<file path="src/rtl/lfsr_pkg.sv">
// Shared definitions for the 4-bit LFSR stage and its sequence checker:
// state type, checker FSM encoding, parasitic-cycle states and the next-state function.
package lfsr_pkg;

    typedef logic [3:0] lfsr_state_t;

    typedef enum logic [1:0] {
        IDLE  = 2'd0,
        ACQ   = 2'd1,
        TRACK = 2'd2,
        FAIL  = 2'd3
    } chk_state_t;

    // The XNOR-feedback LFSR has a lock-up pair outside the 14-state main cycle.
    localparam lfsr_state_t PARA_LO = 4'h5;
    localparam lfsr_state_t PARA_HI = 4'hA;

    function automatic lfsr_state_t lfsr4_next(input lfsr_state_t s);
        return {s[2] ^ ~(s[1] ^ s[0]), s[3:1]};
    endfunction

    function automatic logic is_parasitic(input lfsr_state_t s);
        return (s == PARA_LO) || (s == PARA_HI);
    endfunction

endpackage

</file>
<file path="src/rtl/lfsr_period_meter.sv">
// Counts processed samples between recurrences of REF_STATE in the previous
// sample and publishes the distance as the sequence period.
module lfsr_period_meter
    import lfsr_pkg::*;
#(
    parameter lfsr_state_t REF_STATE = 4'h0,
    parameter int          CNT_W     = 8
) (
    input  logic             clk,
    input  logic             reset,
    input  logic             sample_i,
    input  lfsr_state_t      prev_i,
    output logic [CNT_W-1:0] period_o,
    output logic             period_valid_o
);

    logic [CNT_W-1:0] per_cnt_q;
    logic [CNT_W-1:0] per_cnt_inc;
    logic [CNT_W-1:0] period_q;
    logic             period_valid_q;
    logic             have_ref_q;

    assign per_cnt_inc = (&per_cnt_q) ? per_cnt_q : per_cnt_q + CNT_W'(1);

    always_ff @(posedge clk) begin
        if (!reset) begin
            per_cnt_q      <= '0;
            period_q       <= '0;
            period_valid_q <= 1'b0;
            have_ref_q     <= 1'b0;
        end else begin
            period_valid_q <= 1'b0;
            if (sample_i) begin
                if (prev_i == REF_STATE) begin
                    // The first sighting only arms the meter; no period yet.
                    if (have_ref_q) begin
                        period_q       <= per_cnt_inc;
                        period_valid_q <= 1'b1;
                    end
                    per_cnt_q  <= '0;
                    have_ref_q <= 1'b1;
                end else begin
                    per_cnt_q <= per_cnt_inc;
                end
            end
        end
    end

    assign period_o       = period_q;
    assign period_valid_o = period_valid_q;

endmodule

</file>
<file path="config.mk">
export PLATFORM = sky130hd
export DESIGN_NAME = lfsr_period_meter
export DESIGN_NICKNAME = d
export VERILOG_FILES = /design/src/rtl/lfsr_pkg.sv /design/src/rtl/lfsr_period_meter.sv
export SDC_FILE = /design/constraint.sdc
export NUM_CORES = 1
export LEC_CHECK = 0
export CORE_ASPECT_RATIO = 0.8
export CORE_MARGIN = 3
export CORE_UTILIZATION = 50
export DETAILED_ROUTE_END_ITERATION = 12
export PLACE_DENSITY = 0.79
export SYNTH_ARGS = -nofsm -noshare
export SYNTH_HDL_FRONTEND = slang
export SYNTH_SLANG_ARGS = --single-unit
export TNS_END_PERCENT = 5
</file>
<file path="constraint.sdc">
create_clock -name clk -period 2 [get_ports clk]
set_input_delay 0.4 -clock clk [delete_from_list [all_inputs] [get_ports clk]]
set_output_delay 0.4 -clock clk [all_outputs]
set_load 0.1 [all_outputs]
</file>
### After elaboration in Yosys (flattened, before gate mapping)

Cells that the tools add are included.

* output and inout bits: 9
* input bits: 7
* word-level logic and storage cells: 13
* flip-flop bits (word level): 18

* add/subtract/negate cells: 1
* reduce and logical (&&, ||, !) cells: 5
* muxes and demuxes: 3

Operators by type and width (number)
* $mux W8: 2
* $add A8 B1 Y8 const B: 1
* $reduce_and A8 Y1: 1
* $reduce_and A3 Y1: 2
* $logic_not A4 Y1: 1
* $reduce_and A2 Y1: 1
* $mux W1: 1

### Longest topological paths before layout

Gate-level depths: netlist of the first run.

* word-level depth: 3
* depth in mapped cells: 5
* depth with buffers taken out: 5

### Worst setup path before layout of the first run

Ideal clock, no wire load.

* path kind: input-to-reg
* start point: input port prev_i[1]
* end point: register period_q[6] (netlist: period_o[6])
* path buffers: 0
* setup time: 69 ps
* slack: 481 ps
* cell stages on the path: 4
* arrival time: 1450 ps
* required time: 1931 ps
* cells stage by stage: nor4_4 nand3_4 or3_1 a21oi_2

* longest elaborated chain between the ends: 2

Ends and longest elaborated chain
* from (decl): line lfsr_period_meter.sv:12 `input lfsr_state_t prev_i,`
* $logic_not A4 Y1: line lfsr_period_meter.sv:34 `if (prev_i == REF_STATE) begin`
* $reduce_and A3 Y1 (no source line)
* to (signal assigned): line lfsr_period_meter.sv:37 `period_q <= per_cnt_inc;`
* to (decl): line lfsr_period_meter.sv:19 `logic [CNT_W-1:0] period_q;`

No other way between the ends.
A chain may end at the register's enable or synchronous reset.

### Final worst setup path of the first run

* start point: input port prev_i[1]
* end point: register per_cnt_q[1]

* longest elaborated chain between the ends: 2

Ends and longest elaborated chain
* $logic_not A4 Y1: line lfsr_period_meter.sv:34
* $mux W8: line lfsr_period_meter.sv:34
* to (signal assigned): line lfsr_period_meter.sv:43 `per_cnt_q <= per_cnt_inc;`
* to (decl): line lfsr_period_meter.sv:17 `logic [CNT_W-1:0] per_cnt_q;`

No other way between the ends.

==> results of run 1 <==
==> flip-flops by register name (all words and copies together), names as in the netlist <==
name            cells
per_cnt_q           8
period_o            8
have_ref_q          1
period_valid_o      1
==> layout by cell type (no fill, tap or decap), drive strengths merged, types with 2 or more instances in the layout <==
master / Yosys / routed
dfxtp: 18 / 18
nand2: 15 / 15
buf: 3 / 15
a21oi: 10 / 10
o21ai: 9 / 9
nand3: 8 / 8
clkdlybuf4s50: 0 / 6
nand2b: 4 / 4
or3: 3 / 3
clkbuf: 2 / 3
nand3b: 2 / 2
nand4: 2 / 2
nor2: 2 / 2
o22ai: 2 / 2
a31oi: 2 / 2
nor3: 2 / 2
mux2i: 2 / 2
and3: 2 / 2
==> per-stage QoR <==
step | utilization [%] | cell area (um^2) | total power (W) | cells
2_1_floorplan | - | 882.1 | 0.0004028 | 104
3_3_place_gp | 69.64 | 1056 | 0.0004289 | 141
3_5_place_dp | 69.64 | 1056 | 0.0004302 | 141
4_1_cts | 71.12 | 1079 | 0.0005990 | 144
5_1_grt | 71.12 | 1079 | 0.0006171 | 144
6_report | 71.12 | 1079 | 0.0005906 | 144
==> layout make-up <==
cell class	instances	area (um^2)	area share, %
Sequential cell	18	360.3	33.41
Clock buffer	3	22.52	2.088
Inverter	2	7.507	0.6961
Multi-Input combinational cell	79	489.2	45.36
Tap cell	21	26.28	2.436
Timing Repair Buffer	21	172.7	16.01
==> power by group through the flow <==
stage | clock, W | combinational, W | sequential (W)
3_5_place_dp | 0 | 0.0000531 | 0.000377
3_3_place_gp | 0 | 0.0000518 | 0.000377
4_1_cts | 0.000177 | 0.0000535 | 0.000369
5_1_grt | 0.000189 | 0.0000580 | 0.000370
2_1_floorplan | 0 | 0.0000275 | 0.000375
6_report | 0.000168 | 0.0000537 | 0.000369
==> routing by layer <==
layer / routed length, um / vias up / GRT usage (%)
met5: 0 / - / 0
li1: - / 423 / -
met4: 21 / 0 / 4.082
met3: 129 / 4 / 6.186
met2: 943 / 28 / 28.71
met1: 890 / 383 / 25.89
==> worst reg2reg max path: cells and delay by family (launching register included) <==
kind	cells	cell delay (ns)
adders and majority gates	1	0.30
DFF	1	0.46
and+or+nand+nor	2	0.41
AOI/OAI and AO/OA	2	0.51
==> worst max-delay path by stage <==
| stage | start | end | slack (ns) |
|---|---|---|---|
| after floorplan | prev_i[1] | period_o[6] | 0.48 |
| after global placement | prev_i[1] | period_o[6] | -0.02 |
| after detailed placement | prev_i[1] | per_cnt_q[1] | -0.08 |
| after CTS | prev_i[1] | period_o[7] | 0.22 |
| after global routing | per_cnt_q[0] | per_cnt_q[5] | 0.09 |
| final | prev_i[1] | per_cnt_q[1] | 0.21 |
==> cells in the mapped netlist, drive strengths merged (2+ instances only) <==
cell    number
a21oi       10
a31oi        2
and3         2
buf          3
clkbuf       2
dfxtp       18
mux2i        2
nand2       15
nand2b       4
nand3        8
nand3b       2
nand4        2
nor2         2
nor3         2
o21ai        9
o22ai        2
or3          3
==> logic make-up (layout without fill, tap and decap cells) <==
| kind of cell | Yosys count | after routing | synth area share, % |
|---|---|---|---|
| and+or+nand+nor | 44 | 44 | 29.36 |
| AOI/OAI and AO/OA | 32 | 32 | 22.41 |
| DFF | 18 | 18 | 40.85 |
| buffers and inverters | 7 | 26 | 3.688 |
| muxes | 2 | 2 | 2.270 |
| adders and majority gates | 1 | 1 | 1.418 |
==> results.md, run 1 <==
- Synth top area cells: dfxtp_1, nand2_1, a21oi_1, o21ai_0, nand3_1
- Nets: 133
- Worst r2r dst: per_cnt_q[5]
- # fillers: 128
- CTS tree: yes
- Setup Skew: 0.004121 ns
- Synth Instances: 104
- Fin crit share: 89.27%
- Largest net degree at the start of global routing: 13
- CP Class: in -> reg
- Fin Hold WS: 0.4572 ns
- Die X: 52.96 um
- Routed len/inst: 13.78 um
- PnR worst setup slack: 0.2147 ns
- Max frequency: 0.5601 GHz
- # hold bufs at CTS: 0
- Antenna diode count: 0
- Status: complete, no violations
- Final hold vios: 0
- Worst path required time: 2.17 ns
- Final setup violation count: 0
- Cell Int Power: 0.0004586 W
- Crit-path slowest cell: nor4_4
- Top cell type's share of synthesized area: 40.85%
- Postcts setup bufs: 0
- Crit start category: input pin
- Cell taking the most area after synthesis: dfxtp_1
- Post_cts resized: 0
- Worst reg2reg path depth: 5
- Die footprint: 2307 um^2
- Clk buf depth: 2
- Async SR Flop Fraction: 0%
- Congestion Overflow GR: 0
- Core area: 1516 um^2
- H-tree levels: 1
- Global Route Usage Sum: 18.84%
- Comb power frac: 9.1%
- Reg power frac: 62.5%
- Vias in the first global route: 726
- Power density over cell area: 547.6 nW/um^2
- Via Count: 838
- Worst Hold End: period_o[0]
- Clk_lat worst skew: 0.29 ns
- Slew Viols, Final: 0
- CP peak stage delay: 0.49 ns
- Clk pin slew, worst setup/hold paths: 0.09 ns
- Tmin final: 1.785 ns
- Arr. time, crit path: 1.95 ns
- Peak supply drop: 0.4125 mV
- Netlist cell types: 37
- Unrepaired setup endpoints after global routing: no
- Fraction of layout cells with a size suffix above 1: 18.70%
- Synth Flop Type: dfxtp_1
- Final wirelength: 1985 um
- I/O Buffers: 15
- Clk Tree Root Cell: clkbuf_4
- TritonCTS Buffers: 3
- DRT iter0 DRCs: 31
- Std cell rows: 12
- Max Cap Viol: 0
- Critical-path cell list: clkdlybuf4s50_1, nor4_4, and2b_1, a21boi_0, o22ai_1
- Worst path depth: 5
- Post-DR vias/cell: 5.819
- Area Overhead vs Synth: 22.27%
- Setup TNS Final: 0 ns
- Slew @ Worst Pin: 0.4462 ns
- Pre-CTS WS: -0.07736 ns
- Crit Path Max Fanout: 7
- Hold_sp: period_o[0]
- DIE HEIGHT: 43.57 um
- TritonCTS sink count: 18
- Syn Nets: 112
- Sw Share: 22.35%
- Hold Path Depth: 2
- Final ANT Viol Nets: 0
- DRC viols: 0
- Worst hold path class: reg -> reg
- Sequential element share of the synthesized area: 40.85%
- Post-synthesis cell area: 882.1 um^2
- P_sw: 0.0001320 W
- Synth warn: 0
- Slew HR: 70.03%
- Initial Util: 58.17%
- Cell family with most CP delay: simple AND/OR/NAND/NOR gates
- Post-synth EDFFs: 0
- Clk pwr share: 28.5%
- Antenna violations before repair: 0
- Post-DP HPWL: 1533 um
- IO Pins: 16
- Endpoint class of the critical path: flop
- Crit path buf inv count: 1
- Routability congestion estimate: 0.8758
- LEAKAGE: 0.3828 nW
- Worst reg-to-reg setup slack: 0.25 ns
- Drt pass-1 iters: 4
- FF+latch count, synth: 18
- Worst r2r src: per_cnt_q[0]
- First-pass GRT wire length: 3222 um
- Synth Area per Inst: 8.482 um^2
(Power assumes the default switching activity.)
==> inputs of run 2 (changes only) <==
Settings changed: CORE_UTILIZATION 50 to 45, PLACE_DENSITY 0.79 to 0.72, REMOVE_ABC_BUFFERS set to 1.
==> run 2 against run 1 <==
Effect of this change: register-to-register slack got worse by 0.04 ns; clock-buffer cell count unchanged; critical path type is now reg -> reg; die area up 9.7%; global-route usage fell by 1.9 points; sequential share of layout area shrank 0.27 points; final area up 0.81%; clock power increased by 7%.
==> results.md, run 2 (synthesized netlist as in run 1, its figures left out) <==
- Status: complete, no violations
- Largest net degree at the start of global routing: 14
- Crit-path slowest cell: dfxtp_1
- H-tree levels: 1
- Global Route Usage Sum: 16.96%
- Setup TNS Final: 0 ns
- TritonCTS Buffers: 3
- Worst path required time: 2.22 ns
- Slew Viols, Final: 0
- Clk_lat worst skew: 0.29 ns
- Tmin final: 1.790 ns
- Fraction of layout cells with a size suffix above 1: 19.35%
- Die X: 55.50 um
- Vias in the first global route: 736
- Setup Skew: 0.004011 ns
- Post-DP HPWL: 1506 um
- Area Overhead vs Synth: 23.26%
- Cell Int Power: 0.0004597 W
- Post-route cell area: 1087 um^2
- Final setup violation count: 0
- Worst hold path class: reg -> reg
- Nets: 134
- Unrepaired setup endpoints after global routing: no
- Core area: 1740 um^2
- Antenna diode count: 0
- Clk pin slew, worst setup/hold paths: 0.10 ns
- CP peak stage delay: 0.47 ns
- TritonCTS sink count: 18
- Critical-path cell list: ha_1, nand4_1, nor2_1, o311ai_0, a21oi_1
- I/O Buffers: 15
- Crit path buf inv count: 0
- Most common cell after layout, fill and taps aside: dfxtp_1
- DRT iter0 DRCs: 33
- Routed len/inst: 14.00 um
- Final Util: 62.47%
- Arr. time, crit path: 2.01 ns
- Max frequency: 0.5586 GHz
- Power density over cell area: 554.3 nW/um^2
- Die footprint: 2531 um^2
- Routability congestion estimate: 0.8693
- Post-DP Area: 1065 um^2
- P_sw: 0.0001430 W
- Antenna violations before repair: 0
- CP Class: reg -> reg
- Post-DR vias/cell: 5.753
- Postcts setup bufs: 0
- Endpoint class of the critical path: flop
- Peak supply drop: 0.4109 mV
- First-pass GRT wire length: 3332 um
- LEAKAGE: 0.3883 nW
- Cell family with most CP delay: simple AND/OR/NAND/NOR gates
- Via Count: 840
- Clk Tree Root Cell: clkbuf_4
- DRC viols: 0
- Most frequent cells in the layout: dfxtp_1, buf_4, nand2_1
- Congestion Overflow GR: 0
- CTS tree: yes
- Max Cap Viol: 0
- Slew @ Worst Pin: 0.3991 ns
- Reg power frac: 61.3%
- Comb power frac: 9.1%
- Clk pwr share: 29.7%
- Crit Path Max Fanout: 8
- Sw Share: 23.73%
- Slew HR: 73.20%
- Fin crit share: 89.51%
- Drt pass-1 iters: 5
- Initial Util: 50.68%
- # hold bufs at CTS: 0
- Final ANT Viol Nets: 0
- Post_cts resized: 0
- Final hold vios: 0
- IO Pins: 16
- Final wirelength: 2044 um
- DIE HEIGHT: 45.60 um
- Clk buf depth: 2
- Std cell rows: 13
- Crit start category: flop
run 2: cell type report:
cell class / instances / area (um^2)
fill: 157 / 653.1
multi-input combinational: 79 / 489.2
sequential: 18 / 360.3
tap: 22 / 27.53
timing repair buffer: 22 / 180.2
inverter: 2 / 7.507
clock buffer: 3 / 22.52
run 2: metal layers:
layer,track usage (%),up-vias,share of wire [%]
li1,-,424,-
met5,0,-,0
met3,5.099,2,6.9
met4,5.825,0,0.64
met2,27.59,31,44
met1,21.75,383,48
run 2: worst paths after layout:
check	slack [ns]	end	cells after the start	start
setup / recovery	0.21	per_cnt_q[3]	5	per_cnt_q[0]
hold / removal	0.46	period_o[3]	2	period_o[3]
hold reg to reg	0.46	period_o[3]	2	period_o[3]
setup reg to reg	0.21	per_cnt_q[3]	5	per_cnt_q[0]
run 2: power by group through the flow:
stage | registers [W] | clock network, W | logic, W
finish | 0.000369 | 0.000179 | 0.0000547
floorplan | 0.000376 | 0 | 0.0000226
global placement | 0.000377 | 0 | 0.0000540
CTS | 0.000369 | 0.000186 | 0.0000546
detailed placement | 0.000377 | 0 | 0.0000546
global route | 0.000370 | 0.000196 | 0.0000605
run 2: worst min-delay path: cells and delay by family, from the launching register on:
kind             cells  cell delay, ns
AND/OR/NAND/NOR      1            0.05
AO/OA/AOI/OAI        1            0.05
flip-flops           1            0.32
run 2: per-stage QoR:
step | hold slack [ns] | std cells | setup WS, ns | power, W
after floorplan | 0.4879 | 99 | 0.4809 | 0.0003982
after global placement | 0.4401 | 143 | 0.008305 | 0.0004311
after detailed placement | 0.4520 | 143 | -0.02736 | 0.0004319
after CTS | 0.4667 | 146 | 0.2484 | 0.0006100
after global routing | 0.4790 | 146 | 0.06412 | 0.0006270
final | 0.4643 | 146 | 0.2097 | 0.0006027
